===== src/rtl/tow_pkg.sv =====
// Shared types and constants for the tug-of-war referee: game states,
// LED bar patterns and rope position limits.
package tow_pkg;

  typedef enum logic [2:0] {
    SPLASH = 3'd0,
    BLANK  = 3'd1,
    PLAY   = 3'd2,
    LWIN   = 3'd3,
    RWIN   = 3'd4
  } tow_state_e;

  localparam logic [6:0] LED_SPLASH = 7'b1100011;
  localparam logic [6:0] LED_BLANK  = 7'b0000000;
  localparam logic [6:0] LED_LWIN   = 7'b1110000;
  localparam logic [6:0] LED_RWIN   = 7'b0000111;

  localparam logic [2:0] POS_N   = 3'd3;
  localparam logic [2:0] POS_MAX = 3'd6;
  localparam logic [2:0] POS_MIN = 3'd0;

  // LED bar pattern for a given game state; during play the rope is one lit LED.
  function automatic logic [6:0] led_encode(input tow_state_e st, input logic [2:0] pos);
    logic [6:0] leds;
    leds = LED_BLANK;
    case (st)
      SPLASH:  leds = LED_SPLASH;
      BLANK:   leds = LED_BLANK;
      PLAY:    leds = 7'b0000001 << pos;
      LWIN:    leds = LED_LWIN;
      RWIN:    leds = LED_RWIN;
      default: leds = LED_BLANK;
    endcase
    return leds;
  endfunction

endpackage


===== src/rtl/tow_press_edge.sv =====
// Push-button front end: two-flop synchronizer followed by a rising-edge
// detector, so each physical press yields a single-cycle rise pulse.
module tow_press_edge (
  input  logic CLK_I,
  input  logic rst,
  input  logic btn,
  output logic rise
);

  logic sync1_q, sync1_d;
  logic sync2_q, sync2_d;
  logic edge_q,  edge_d;

  always_comb begin
    sync1_d = btn;
    sync2_d = sync1_q;
    edge_d  = sync2_q;
  end

  // NOTE: clearing the chain to 0 means a button held through reset looks
  // released, so it produces no rise until it is let go and pressed again.
  always_ff @(posedge CLK_I or negedge rst) begin
    if (!rst) begin
      sync1_q <= 1'b0;
      sync2_q <= 1'b0;
      edge_q  <= 1'b0;
    end else begin
      // NOTE: non-blocking assignments let every flop sample the pre-edge
      // value of its neighbour, which is what makes this a shift chain.
      sync1_q <= sync1_d;
      sync2_q <= sync2_d;
      edge_q  <= edge_d;
    end
  end

  assign rise = sync2_q & ~edge_q;

endmodule


===== src/rtl/tow_referee.sv =====
// Tug-of-war game sequencer: splash -> blank -> play -> win, owning the rope
// position, press arbitration with lockout, and the registered LED bar.
module tow_referee
  import tow_pkg::*;
#(
  parameter int SPLASH_CYC  = 256,
  parameter int BLANK_CYC   = 128,
  parameter int LOCKOUT_CYC = 4,
  parameter int CNT_W       = 16
) (
  input  logic       CLK_I,
  input  logic       rst,
  input  logic       pbl,
  input  logic       pbr,
  output logic [6:0] leds_out,
  output logic [2:0] pos,
  output logic       win_l,
  output logic       win_r,
  output logic       playing
);

  localparam logic [CNT_W-1:0] SPLASH_LAST = CNT_W'(SPLASH_CYC - 1);
  localparam logic [CNT_W-1:0] BLANK_LAST  = CNT_W'(BLANK_CYC - 1);
  localparam logic [CNT_W-1:0] LOCK_LOAD   = CNT_W'(LOCKOUT_CYC);
  localparam logic [CNT_W-1:0] CNT_ONE     = CNT_W'(1);
  localparam logic [CNT_W-1:0] CNT_ZERO    = '0;

  logic rise_l, rise_r;

  tow_press_edge u_edge_l (
    .CLK_I (CLK_I),
    .rst   (rst),
    .btn   (pbl),
    .rise  (rise_l)
  );

  tow_press_edge u_edge_r (
    .CLK_I (CLK_I),
    .rst   (rst),
    .btn   (pbr),
    .rise  (rise_r)
  );

  tow_state_e       state_q, state_d;
  logic [CNT_W-1:0] cnt_q,   cnt_d;
  logic [CNT_W-1:0] lock_q,  lock_d;
  logic [2:0]       pos_q,   pos_d;
  logic [6:0]       leds_q,  leds_d;
  logic             win_l_q, win_l_d;
  logic             win_r_q, win_r_d;
  logic             playing_q, playing_d;

  always_comb begin
    // NOTE: every variable gets a default before the case so that no path
    // leaves one unassigned, which would otherwise infer a latch.
    state_d = state_q;
    cnt_d   = cnt_q;
    lock_d  = lock_q;
    pos_d   = pos_q;

    case (state_q)
      SPLASH: begin
        if (cnt_q == SPLASH_LAST) begin
          state_d = BLANK;
          cnt_d   = CNT_ZERO;
        end else begin
          cnt_d = cnt_q + CNT_ONE;
        end
      end

      BLANK: begin
        if (cnt_q == BLANK_LAST) begin
          state_d = PLAY;
          cnt_d   = CNT_ZERO;
          pos_d   = POS_N;
          lock_d  = CNT_ZERO;
        end else begin
          cnt_d = cnt_q + CNT_ONE;
        end
      end

      PLAY: begin
        // Rises arriving during lockout are dropped, not deferred.
        if (lock_q != CNT_ZERO) begin
          lock_d = lock_q - CNT_ONE;
        end else if (rise_l && !rise_r) begin
          if (pos_q == POS_MAX) begin
            state_d = LWIN;
          end else begin
            pos_d  = pos_q + 3'd1;
            lock_d = LOCK_LOAD;
          end
        end else if (rise_r && !rise_l) begin
          if (pos_q == POS_MIN) begin
            state_d = RWIN;
          end else begin
            pos_d  = pos_q - 3'd1;
            lock_d = LOCK_LOAD;
          end
        end
      end

      LWIN, RWIN: begin
        state_d = state_q;
      end

      default: begin
        state_d = SPLASH;
        cnt_d   = CNT_ZERO;
        lock_d  = CNT_ZERO;
        pos_d   = POS_N;
      end
    endcase
  end

  // Outputs are registered from the current state, one clock behind it.
  always_comb begin
    leds_d    = led_encode(state_q, pos_q);
    win_l_d   = (state_q == LWIN);
    win_r_d   = (state_q == RWIN);
    playing_d = (state_q == PLAY) && (lock_q == CNT_ZERO);
  end

  always_ff @(posedge CLK_I or negedge rst) begin
    if (!rst) begin
      state_q   <= SPLASH;
      cnt_q     <= CNT_ZERO;
      lock_q    <= CNT_ZERO;
      pos_q     <= POS_N;
      leds_q    <= LED_SPLASH;
      win_l_q   <= 1'b0;
      win_r_q   <= 1'b0;
      playing_q <= 1'b0;
    end else begin
      state_q   <= state_d;
      cnt_q     <= cnt_d;
      lock_q    <= lock_d;
      pos_q     <= pos_d;
      leds_q    <= leds_d;
      win_l_q   <= win_l_d;
      win_r_q   <= win_r_d;
      playing_q <= playing_d;
    end
  end

  assign leds_out = leds_q;
  assign pos      = pos_q;
  assign win_l    = win_l_q;
  assign win_r    = win_r_q;
  assign playing  = playing_q;

endmodule


===== config.mk =====
export PLATFORM = sky130hd
export DESIGN_NAME = tow_referee
export DESIGN_NICKNAME = d
export VERILOG_FILES = /design/src/rtl/tow_pkg.sv /design/src/rtl/tow_press_edge.sv /design/src/rtl/tow_referee.sv
export SDC_FILE = /design/constraint.sdc
export NUM_CORES = 1
export LEC_CHECK = 0
export BUFFER_PORTS_ARGS = -buffer_cell sky130_fd_sc_hd__buf_2
export CAP_MARGIN = 20
export CORE_MARGIN = 2
export CORE_UTILIZATION = 25
export CTS_CLUSTER_SIZE = 14
export DETAILED_ROUTE_END_ITERATION = 10
export GPL_TIMING_DRIVEN = 0
export PLACE_DENSITY = 0.4
export SLEW_MARGIN = 20
export SYNTH_ARGS = -nofsm -noshare
export SYNTH_HDL_FRONTEND = slang
export SYNTH_HIERARCHICAL = 1
export SYNTH_SLANG_ARGS = --single-unit

===== constraint.sdc =====
create_clock -name CLK_I -period 3.15 [get_ports CLK_I]
set_input_delay 0.63 -clock CLK_I [delete_from_list [all_inputs] [get_ports CLK_I]]
set_output_delay 0.63 -clock CLK_I [all_outputs]
set_load 0.02 [all_outputs]

==> reports/metrics.sh <==
TOP_LEVEL_PORTS=17
SYNTH_CELL_COUNT_LEADERS='48 x dfrtp_1, 33 x nor2_1, 27 x nand2_1, 21 x a21oi_1, 20 x nand3_1'
DIE_W_UM=111
PLACEMENT_ROWS=39
TIMING.HOLD.WORST.CLASS='reg -> reg'
INITIAL_DRC_COUNT=146
FINAL_DESIGN_AREA_NO_FILL_UM2=3290
NUMCTSBUFFERS=5
ASYNCSETRESETFLOPFRACSYNTH_PCT=100
WORST_EP_ARRIVAL_TIME_NS=2.94
HEADROOM_TO_THE_MAX_SLEW_LIMIT_PCT=47.7
HOLD-WORST-SLACK_NS=0.352
CTS_HOLD_BUFFERS=0
WHS_PATH_DEPTH=0
WORSTSETUPENDPOINTTYPE='flop'
WORST_SKEW_PAIR.LATE_LATENCY_NS=0.30
WIRELENGTH_MM=6.73
ROUTED_METAL_1_WIRELENGTH_MM=3.63
RSZ0062_AT_GRT='no'
FP.DIEAREA_UM2=12300
VIASPERCELL=4.86
PRE_CTS_SLACK_NS=0.419
CP_SLOWEST_CELL='nor4_1'
WORST_SLACK_NS=0.421
MAIN_COMBINATIONAL_CELL_FAMILY_BY_AREA_AFTER_SYNTHESIS='simple AND/OR/NAND/NOR gates'
SYNTH_AREA_LEADERS='dfrtp_1 42%, dfstp_2 5.5%, nor2_1 4.3%, a21oi_1 3.7%, nand2_1 3.6%'
FINAL_ANTENNA_NET_COUNT=0
SYNTH_COMPOUND_AREA_SHARE_PCT=15.5
GR_USAGE_TOTAL_PCT=11.7
XOR_XNOR_SHARE_OF_THE_SYNTHESIZED_AREA_PCT=3.38
FIRST_PASS_GRT_WIRE_LENGTH_MM=11.7
FINALHOLDVIOLCOUNT=0
SYNTHADDERAREAFRAC_PCT=2.46
CLOCK_SKEW_NS=0.00916
ROOT_BUFFER_CELL='clkbuf_16'
DPL.CELL_COUNT=461
HIGHEST_LAYER='met4'
TIMING.CRITICAL_PATH.BUF_INV=2
DIE_HEIGHT_UM=111
GLOBALROUTEOVERFLOWTOTAL=0
POST_SYNTHESIS_MUX_AREA_SHARE_PCT=0.351
LAYOUTNONFILLERINSTCOUNT=469
CRITICAL_PATH_REQUIRED_NS=3.36
SYNTH_NET_COUNT=311
SYNTH_CELLS=302
FIN_CRIT_NS=2.73
MAXSLEWVIOLCOUNT=0
GRT_MAX_DEGREE=55
FINALSETUPVIOLCOUNT=0
MAPPEDNETLISTAREA_UM2=2850
SYNTHDISTINCTLIBCELLS=54
YOSYS_REGISTER_BITS=54
NUMPORTBUFFERS=16
YOSYS_MOST_USED_DFF='dfrtp_1'
SYNTH.YOSYS.WARNINGS=6
DRTPASS1ITERATIONS=4
WORSTHOLDENDPOINT='u_edge_r/edge_d'
CTS.REPORTEDPATHS.CLKPINSLEW_NS=0.07
SYNTHDOMINANTCELLAREASHARE_PCT=42.1
CPLARGESTDELAYFAMILY='simple AND/OR/NAND/NOR gates'
TRITONCTS='built'
TRANSITION_TIME_AT_THE_PIN_WITH_THE_LEAST_SLEW_MARGIN_NS=0.779
GP_ROUTABILITY_CONGESTION=0.763
DPL.HPWL_MM=4.71
SEQ_TOTAL_AREA_YOSYS_PCT=47.7
RATIO_OF_TOTAL_POWER_TO_CELL_AREA_nW_PER_UM2=420
CTS_SETUP_BUFFERS=0
CORE_AREA_UM2=11300
TIMING.SETUP.TNS_NS=0
PATH_CLASS='reg -> reg'
CTS_RESIZED=0
DRIVE_ABOVE_1_SHARE_PCT=13.2
TIMING.FINAL.CRIT_SHARE_PCT=86.6
GRT_ANTENNA_BEFORE_REPAIR=0
MET3_LENGTH_UM=163
FIRST_GLOBAL_VIAS=2208
MOST_NUMEROUS_CELL_IN_THE_YOSYS_NETLIST='dfrtp_1'
WORSTREGTOREGCELLS=9
SYNTHESIS.AREA_PER_INSTANCE_UM2=9.44
CRITPATHMAXSTAGEDELAY_NS=0.51
DRV.MAX_CAP_VIOLATION_COUNT=0
CRITICAL_PATH_SOURCE_TYPE='flop'
POST_SYNTH_AND_OR_NAND_NOR_AREA_FRACTION_PCT=27.3
POWER.LEAKAGE_nW=1.47
PLACED_CELL_AREA_UM2=3110
INITIAL_CORE_UTIL_PCT=25.3
TIMING.RR.END='lock_q[4]'
IRDROPWORSTVDD_mV=0.202
MET2ROUTEDLENGTH_MM=2.84
WORST_R2R_STARTPOINT='u_edge_r/edge_q'
N_FILL_CELL=1190
FMAXACHIEVABLE_MHz=366
SYNTH_EDF_COUNT=0
LAYOUT.NETS=334
CLKSINKCOUNT=54
REG2REG_SETUP_SLACK_NS=0.42
NUM_VIAS=2280
CRIT_FANOUT=10
HOLD_START='u_edge_r/sync1_q'
OUTCOME='complete, no violations'
CTS_HTREE_LEVELS=2
CRIT_CHAIN='nor2b_4 -> inv_1 -> ha_1 -> nor4_1 -> nor3_1 -> a21oi_1 -> clkbuf_1 -> o311ai_0 -> o211ai_1'
AREA_GROWTH_PCT=15.4
CTS_MAX_PATH_BUFFERS=2
DRC=0
WL_PER_CELL_UM=14.4
ANTENNADIODECOUNT=0
YOSYS.AREA.TOP_TYPE='dfrtp_1'
## report_power, final
part           switching [mW]  internal (mW)  total, mW  leakage, nW
Combinational          0.0230        0.00999     0.0330        0.677
Sequential            0.00190          0.697      0.699        0.705
Clock                   0.253          0.398      0.651       0.0841
## kinds of logic (layout without fill, tap and decap cells)
family | Yosys count | count (layout)
flip-flops | 54 | 54
adder cells (fa/ha/maj) | 5 | 5
XOR/XNOR | 11 | 11
AO/OA/AOI/OAI | 65 | 65
AND/OR/NAND/NOR | 141 | 141
buffers and inverters | 25 | 49
multiplexers | 1 | 1
## routing by layer
metal	track usage, %	vias up
li1	-	1151
met1	17.2	1098
met2	17.2	25
met3	2.30	6
met4	4.00	0
met5	0	-
## layout make-up
class                           count  area, µm²  area share (%)
Clock inverter                      1       30.0           0.912
Timing Repair Buffer               16       82.6            2.51
Inverter                           15       56.3            1.71
Multi-Input combinational cell    223       1400            42.6
Buffer                             10       38.8            1.18
Sequential cell                    54       1360            41.3
Tap cell                          143        179            5.44
Clock buffer                        7        143            4.33
## sequential cells by signal, indices dropped and copies added, names as in the netlist
register	cells
cnt_q	16
lock_q	16
leds_out	7
pos	3
state_q	3
playing	1
u_edge_l/edge_d	1
u_edge_l/edge_q	1
u_edge_l/sync1_q	1
u_edge_r/edge_d	1
u_edge_r/edge_q	1
u_edge_r/sync1_q	1
win_l	1
win_r	1
## how the worst max path moves through the flow
stage / from / endpoint / slack [ns] / cells after the start
final: u_edge_r/edge_q / lock_q[4] / 0.42 / 9
after global routing: u_edge_r/edge_q / lock_q[4] / 0.18 / 9
after CTS: u_edge_r/edge_q / lock_q[4] / 0.39 / 9
after detailed placement: u_edge_r/edge_q / lock_q[4] / 0.42 / 9
after global placement: u_edge_r/edge_q / lock_q[8] / 0.41 / 9
after floorplan: u_edge_r/edge_q / lock_q[8] / 0.93 / 9
## through the flow
stage	utilization (%)	power [mW]
finish	29.2	1.38
global route	29.2	1.45
CTS	29.1	1.41
detailed placement	27.6	0.748
global placement	27.6	0.747
floorplan	-	0.727
## cells in the final DEF (no fill, tap or decap), types with 2 or more instances in the layout
cell type  netlist  routed
clkbuf_1         8       9
nand4_1          5       5
inv_1           15      15
o31ai_1          2       2
clkbuf_16        0       5
dfstp_2          6       6
or4_1            6       6
nor2b_4          2       2
a21oi_1         21      21
nor4_1          11      10
nor2b_1          3       3
buf_2            1      16
o21ai_0          7       7
nor2_2           2       2
dfrtp_1         48      48
nor3_1           7       7
and4_1           2       2
a31oi_1         10      10
o311ai_0         4       4
nand3_1         20      20
nor2_1          33      33
ha_1             4       4
nand2_1         27      27
a211oi_1         3       3
o211ai_1         3       3
xor2_1           9       9
and3_1           3       3
nor4_2           1       2
or3_1            4       4
xnor2_1          2       2
a41oi_1          2       2
nor4_4           2       2
nand2b_1         7       7
## worst register-to-register path, delay by kind of cell, from the launching register on
kind | cells | cell delay (ns)
adders and majority gates | 1 | 0.24
buffers and inverters | 2 | 0.47
and+or+nand+nor | 3 | 0.90
DFF | 1 | 0.39
AOI/OAI and AO/OA | 3 | 0.64
No activity file was read; power rests on OpenSTA's default activity.
